$ cat config.mk
export PLATFORM = sky130hd
export DESIGN_NAME = pipe_hazard_ctrl
export DESIGN_NICKNAME = d
export VERILOG_FILES = /design/src/rtl/pipe_hazard_ctrl_pkg.sv /design/src/rtl/pipe_hazard_ctrl_md_busy_cnt.sv /design/src/rtl/pipe_hazard_ctrl.sv
export SDC_FILE = /design/constraint.sdc
export NUM_CORES = 1
export LEC_CHECK = 0
export CORE_AREA = 4 4 51 53
export CTS_CLUSTER_SIZE = 10
export DETAILED_ROUTE_END_ITERATION = 10
export DIE_AREA = 0 0 55 57
export PLACE_DENSITY = 0.88
export SYNTH_ARGS = -nofsm -noshare
export SYNTH_HDL_FRONTEND = slang
export SYNTH_HIERARCHICAL = 1
export SYNTH_SLANG_ARGS = --single-unit
$ cat constraint.sdc
create_clock -name clk -period 2.1 [get_ports clk]
set_input_delay 0.315 -clock clk [delete_from_list [all_inputs] [get_ports clk]]
set_output_delay 0.315 -clock clk [all_outputs]
set_load 0.05 [all_outputs]
$ cat src/rtl/pipe_hazard_ctrl_pkg.sv
// ---------------------------------------------------------------------------
// pipe_hazard_ctrl_pkg
// Shared constants for the pipeline hazard controller.
//   REG_W           : register-number width
//   TUSE_NONE       : Tuse code meaning the operand is never read
//   TNEW_0..TNEW_2  : Tnew encodings (cycles until a result is ready)
//   MULT_CYCLES_DEF : default mult/multu busy length
//   DIV_CYCLES_DEF  : default div/divu busy length
// ---------------------------------------------------------------------------
package pipe_hazard_ctrl_pkg;

    localparam int         REG_W           = 5;
    localparam logic [1:0] TUSE_NONE       = 2'd3;
    localparam logic [1:0] TNEW_0          = 2'd0;
    localparam logic [1:0] TNEW_1          = 2'd1;
    localparam logic [1:0] TNEW_2          = 2'd2;
    localparam int         MULT_CYCLES_DEF = 5;
    localparam int         DIV_CYCLES_DEF  = 10;

endpackage

$ cat src/rtl/pipe_hazard_ctrl_md_busy_cnt.sv
// ---------------------------------------------------------------------------
// md_busy_cnt
// Load/decrement busy counter for the multi-cycle mult/div unit.
//   clk       : pipeline clock
//   reset     : asynchronous active-low reset
//   md_start  : mult/div issue in E this cycle
//   md_is_div : 1 = div, 0 = mult (qualifies md_start)
//   int_req   : M-stage exception; a same-cycle issue is flushed, no load
//   md_busy   : counter != 0
// ---------------------------------------------------------------------------
module md_busy_cnt
    import pipe_hazard_ctrl_pkg::*;
#(
    parameter int MULT_CYCLES = MULT_CYCLES_DEF,
    parameter int DIV_CYCLES  = DIV_CYCLES_DEF,
    parameter int CNT_W       = 4
) (
    input  logic clk,
    input  logic reset,
    input  logic md_start,
    input  logic md_is_div,
    input  logic int_req,
    output logic md_busy
);

    logic [CNT_W-1:0] cnt;

    // An interrupt never cancels an already-running operation; it only
    // suppresses a load for the instruction being flushed.
    always_ff @(posedge clk or negedge reset) begin
        if (!reset) begin
            cnt <= '0;
        end else if (md_start && !int_req) begin
            cnt <= md_is_div ? CNT_W'(DIV_CYCLES) : CNT_W'(MULT_CYCLES);
        end else if (cnt != '0) begin
            cnt <= cnt - 1'b1;
        end
    end

    assign md_busy = (cnt != '0);

`ifndef SYNTHESIS
    // D stalls while busy, so a new issue on a running counter is a
    // datapath bug; the reload above still lets the newest start win.
    always_ff @(posedge clk) begin
        if (reset) begin
            assert (!(md_start && !int_req && (cnt != '0)))
                else $error("md_busy_cnt: md_start while counter running");
        end
    end
`endif

endmodule

$ cat src/rtl/pipe_hazard_ctrl.sv
// ---------------------------------------------------------------------------
// pipe_hazard_ctrl
// Stall/flush controller for the 5-stage pipeline. Drives en/clear of the
// FD/DE/EM/MW registers and the PC enable from Tuse/Tnew data hazards,
// the mult/div busy counter and M-stage interrupt requests.
//   clk, reset              : clock, async active-low reset
//   D_rs/D_rt, *_tuse       : D-stage sources and their Tuse
//   D_is_md                 : D-stage instruction uses HI/LO / mult-div
//   E_dst/E_tnew, M_dst/M_tnew : in-flight producers
//   md_start, md_is_div     : E-stage mult/div issue
//   int_req                 : M-stage exception taken (overrides stall)
//   stall, md_busy          : hazard status
//   pc_en, FD_en, *_clear, *_en : stage register controls
// Optional macro PIPE_STALL_PERF_EN adds 32-bit stall_cnt / flush_cnt.
// ---------------------------------------------------------------------------
module pipe_hazard_ctrl
    import pipe_hazard_ctrl_pkg::*;
#(
    parameter int MULT_CYCLES = MULT_CYCLES_DEF,
    parameter int DIV_CYCLES  = DIV_CYCLES_DEF,
    parameter int CNT_W       = 4
) (
    input  logic             clk,
    input  logic             reset,
    input  logic [REG_W-1:0] D_rs,
    input  logic [REG_W-1:0] D_rt,
    input  logic [1:0]       D_rs_tuse,
    input  logic [1:0]       D_rt_tuse,
    input  logic             D_is_md,
    input  logic [REG_W-1:0] E_dst,
    input  logic [1:0]       E_tnew,
    input  logic [REG_W-1:0] M_dst,
    input  logic [1:0]       M_tnew,
    input  logic             md_start,
    input  logic             md_is_div,
    input  logic             int_req,
    output logic             stall,
    output logic             md_busy,
    output logic             pc_en,
    output logic             FD_en,
    output logic             FD_clear,
    output logic             DE_clear,
    output logic             EM_clear,
    output logic             MW_clear,
    output logic             DE_en,
    output logic             EM_en,
    output logic             MW_en
`ifdef PIPE_STALL_PERF_EN
    ,
    output logic [31:0]      stall_cnt,
    output logic [31:0]      flush_cnt
`endif
);

    logic stall_rs;
    logic stall_rt;
    logic stall_md;

    // Tuse = 3 can never lose against Tnew <= 2, and $0 is never a hazard.
    assign stall_rs = (D_rs != '0) &&
                      (((E_dst == D_rs) && (E_tnew > D_rs_tuse)) ||
                       ((M_dst == D_rs) && (M_tnew > D_rs_tuse)));
    assign stall_rt = (D_rt != '0) &&
                      (((E_dst == D_rt) && (E_tnew > D_rt_tuse)) ||
                       ((M_dst == D_rt) && (M_tnew > D_rt_tuse)));
    assign stall_md = D_is_md && (md_start || md_busy);

    assign stall    = (stall_rs || stall_rt || stall_md) && !int_req;

    // On int_req the PC must load the handler vector, so it stays enabled
    // while every stage register is flushed.
    assign pc_en    = !stall;
    assign FD_en    = !stall;
    assign FD_clear = int_req;
    assign DE_clear = stall || int_req;
    assign EM_clear = int_req;
    assign MW_clear = int_req;
    assign DE_en    = 1'b1;
    assign EM_en    = 1'b1;
    assign MW_en    = 1'b1;

    md_busy_cnt #(
        .MULT_CYCLES (MULT_CYCLES),
        .DIV_CYCLES  (DIV_CYCLES),
        .CNT_W       (CNT_W)
    ) u_md_busy_cnt (
        .clk       (clk),
        .reset     (reset),
        .md_start  (md_start),
        .md_is_div (md_is_div),
        .int_req   (int_req),
        .md_busy   (md_busy)
    );

`ifdef PIPE_STALL_PERF_EN
    always_ff @(posedge clk or negedge reset) begin
        if (!reset) begin
            stall_cnt <= '0;
            flush_cnt <= '0;
        end else begin
            if (stall)   stall_cnt <= stall_cnt + 32'd1;
            if (int_req) flush_cnt <= flush_cnt + 32'd1;
        end
    end
`endif

endmodule

==> impl_metrics.csv <==
group,metric,value,unit
run_status,status,"complete, no violations",
global_route,grt_max_degree,8,
floorplanning,die_area,3140,um2
min_path,hp-class,"input port to async pin",
synthesis,yosysUniqueCellTypes,28,
routing,vias,861,
floorplanning,placementRows,17,
synthesis,netlist_top_cells_area,"sky130_fd_sc_hd__ha_1 (16%), sky130_fd_sc_hd__xnor2_1 (15%), sky130_fd_sc_hd__dfrtp_1 (13%), sky130_fd_sc_hd__xor2_1 (10%), sky130_fd_sc_hd__buf_4 (6.9%)",
routing,metal1_wirelength,1010,um
timing,period_share,99.7,%
routing,route.detailed.wl_per_inst,16.6,um
synthesis,synth.mux.area_fraction,1.32,%
clock_network,worst_skew_pair.late_latency,0.26,ns
global_route,grt.overflow.total,0,
layout,total_of_fill_cells_in_the_finished_design,150,
global_route,globalRouteTotalUtil,18.9,%
synthesis,synth.yosys.seq_area_share,13.2,%
synthesis,synth_seq_cells,4,
synthesis,synth_ff_type,"sky130_fd_sc_hd__dfrtp_1",
clock_network,cts_max_level,1,
worst_setup_path,path_class,"input port to primary output",
synthesis,ys_async_sr_fraction,100,%
floorplanning,ios,45,
timing,final_hold_viol_count,0,
clock_network,cts_tree,"done",
floorplanning,dieWidth,55,um
placement,dp_hpwl,1940,um
synthesis,ys_warn_count,6,
synthesis,synth_enable_flop_cells,0,
synthesis,synth_largest_type_area_fraction,16.4,%
clock_network,cts_root_buffer,"sky130_fd_sc_hd__clkbuf_4",
worst_setup_path,data_arrival_time_of_the_worst_path,1.78,ns
timing,setup_ws,0.00630,ns
worst_setup_path,required_time_worst_endpoint,1.78,ns
layout,layout-area-overhead-vs-synth,110,%
synthesis,post_synth_inst_count,90,
routing,met2RoutedLength,1680,um
routing,drt_drc_violations_left,0,
clock_network,cts_inserted_buffers,3,
layout,max_flop_register,"u_md_busy_cnt/cnt",
routing,drtAntennaViolNets,0,
global_route,first_global_vias,956,
layout,layout_top_registers,"u_md_busy_cnt/cnt: 4 flops",
floorplanning,fp.coreArea,2150,um2
synthesis,synth_top_cell_by_area,"sky130_fd_sc_hd__ha_1",
routing,route.top_layer_used,"met4",
global_route,grt_antenna_before_repair,0,
timing,worst_clock_skew,0.00256,ns
worst_setup_path,worstSetupStartpointType,"input port",
worst_setup_path,worst-r2r-cell-count,7,
synthesis,complex_gate_fraction_of_the_synthesized_area,12.5,%
global_route,grt_pass1_wl,4260,um
timing,finalMaxSlewViolations,0,
timing,setup_viols_final,0,
routing,drt-pass1-iter-count,4,
worst_setup_path,worst_r2r_endpoint,"u_md_busy_cnt/cnt[1]",
worst_setup_path,worstPathMaxFanout,3,
placement,io_buffers,41,
placement,gp_congestion,0.818,
power_and_ir_drop,fin_total_pwr,947,uW
clock_network,clk_transition_reported_paths,0.04,ns
timing,worstMarginPinSlew,0.511,ns
synthesis,dominant_combinational_cell_family_by_area_after_synthesis,"XOR/XNOR gates",
clock_network,clock_path_buffers,2,
layout,antenna_cells,0,
layout,drive_gt1_share,55.2,%
timing,setup_tns,0,ns
synthesis,synthAdderAreaFrac,16.4,%
worst_setup_path,setup.worst_path.end_class,"primary output",
routing,dr.first_iter.drc_count,11,
layout,fin_nets,191,
routing,wl_met3,120,um
synthesis,synth_area_in_simple_gates,18.4,%
placement,dp_slack,-0.462,ns
run,timing.max_cap.violations,0,
timing,timing.max_slew.rel_slack,65.8,%
layout,finish.cell_count_without_fillers,173,
worst_setup_path,regToRegStartpoint,"u_md_busy_cnt/cnt[0]",
routing,routed_wirelength,2870,um
routing,viasPerCell,4.98,
floorplanning,start_util,35.4,%
power_and_ir_drop,vdd.ir_drop.worst,0.437,mV
power_and_ir_drop,power.leakage,0.661,nW
synthesis,yosys.cell_count.top_type,"sky130_fd_sc_hd__xnor2_1",
power_and_ir_drop,cellPowerDensity,593,nW/um2
worst_setup_path,rrSetupSlack,0.55,ns
placement,dp.cells,163,
synthesis,yosys-top-cells-count,"sky130_fd_sc_hd__xnor2_1 (13), sky130_fd_sc_hd__inv_1 (11), sky130_fd_sc_hd__ha_1 (10), sky130_fd_sc_hd__xor2_1 (9), sky130_fd_sc_hd__buf_4 (7)",
timing,max_freq,0.478,GHz
timing,fin_crit,2.09,ns
synthesis,post_synth_instance_area,761,um2
synthesis,post_synth.cell_area_avg,8.45,um2
layout,largest_reg_flops,4,
clock_network,clock_sinks,4,
synthesis,synth-xor-area-share,25.3,%
floorplanning,die_height,57,um
timing,grt_setup_unrepaired,"yes",
-- worst max-delay path by stage --
stage / start / endpoint / slack (ns)
after floorplan: u_md_busy_cnt/cnt[0] / DE_clear / -0.15
after global routing: D_rt_tuse[1] / pc_en / -0.07
final: D_rt_tuse[1] / pc_en / 0.006
after detailed placement: D_rt_tuse[1] / pc_en / -0.46
after global placement: D_rt_tuse[1] / FD_en / -0.45
after CTS: u_md_busy_cnt/cnt[0] / DE_clear / 0.006
-- placed cells by master, fill, tap and decap left out, types with 2 or more instances in the layout --
| master | instances |
|---|---|
| sky130_fd_sc_hd__clkdlybuf4s50_1 | 5 |
| sky130_fd_sc_hd__or4_4 | 2 |
| sky130_fd_sc_hd__nand2_2 | 4 |
| sky130_fd_sc_hd__a21oi_2 | 4 |
| sky130_fd_sc_hd__buf_12 | 6 |
| sky130_fd_sc_hd__dlygate4sd2_1 | 14 |
| sky130_fd_sc_hd__inv_2 | 5 |
| sky130_fd_sc_hd__o22ai_4 | 2 |
| sky130_fd_sc_hd__clkbuf_2 | 6 |
| sky130_fd_sc_hd__nor2_1 | 2 |
| sky130_fd_sc_hd__xnor2_1 | 13 |
| sky130_fd_sc_hd__nor4_4 | 4 |
| sky130_fd_sc_hd__clkbuf_4 | 3 |
| sky130_fd_sc_hd__clkdlybuf4s15_1 | 2 |
| sky130_fd_sc_hd__buf_8 | 3 |
| sky130_fd_sc_hd__dfrtp_1 | 4 |
| sky130_fd_sc_hd__inv_1 | 4 |
| sky130_fd_sc_hd__xor2_1 | 7 |
| sky130_fd_sc_hd__buf_4 | 16 |
| sky130_fd_sc_hd__nand4_1 | 4 |
| sky130_fd_sc_hd__ha_4 | 9 |
| sky130_fd_sc_hd__buf_2 | 3 |
| sky130_fd_sc_hd__conb_1 | 3 |
| sky130_fd_sc_hd__xor2_2 | 2 |
-- layer usage --
metal,global-route usage [%],vias up
li1,-,416
met4,8.68,0
met3,2.09,6
met2,38.2,24
met1,17.3,415
met5,0,-
-- area by class of cell --
class                      count  area [um2]  area share (%)
inverter                      11        51.3            3.21
clock buffer                   3        22.5            1.41
multi-input combinational     70         845            52.8
tap                           28        35.0            2.19
sequential                     4         100            6.26
timing repair buffer          57         546            34.1
-- metrics by stage --
| stage | utilization, % | instance area [um2] | hold WS [ns] |
|---|---|---|---|
| after global placement | 61.0 | 1310 | 0.519 |
| final | 74.4 | 1600 | 0.264 |
| after floorplan | - | 796 | 0.0194 |
| after global routing | 74.4 | 1600 | 0.280 |
| after CTS | 71.2 | 1530 | 0.274 |
| after detailed placement | 61.0 | 1310 | 0.535 |
-- worst max-delay path, stage by stage --
cell,delay (ns)
sky130_fd_sc_hd__clkdlybuf4s15_1,0.18
sky130_fd_sc_hd__inv_2,0.06
sky130_fd_sc_hd__ha_4,0.28
sky130_fd_sc_hd__a21oi_2,0.07
sky130_fd_sc_hd__nor4_4,0.30
sky130_fd_sc_hd__o22ai_4,0.14
sky130_fd_sc_hd__a31o_4,0.28
sky130_fd_sc_hd__buf_8,0.15
-- timing repair --
| action | 4_1_cts | 5_1_grt |
|---|---|---|
| setup buffers | 1 | 7 |
| endpoints found under the setup margin | 4 | 4 |
| resized for setup | 74 | 35 |
| hold buffers | 0 | 0 |
| pin swaps | 20 | 15 |
-- report_power, final --
part | internal [mW] | total, mW | switching (mW) | leakage [nW]
sequential | 0.118 | 0.168 | 0.0499 | 0.0466
combinational | 0.351 | 0.670 | 0.319 | 0.601
clock | 0.0648 | 0.110 | 0.0451 | 0.0138
-- kinds of logic after synthesis --
kind of cell    count (synthesis)
other cells                     1
flops                           4
compound gates                 13
mux                             1
simple gates                   21
xor+xnor                       22
fa+ha+maj                      10
buf+inv                        18
No activity file was read; power rests on OpenSTA's default activity.
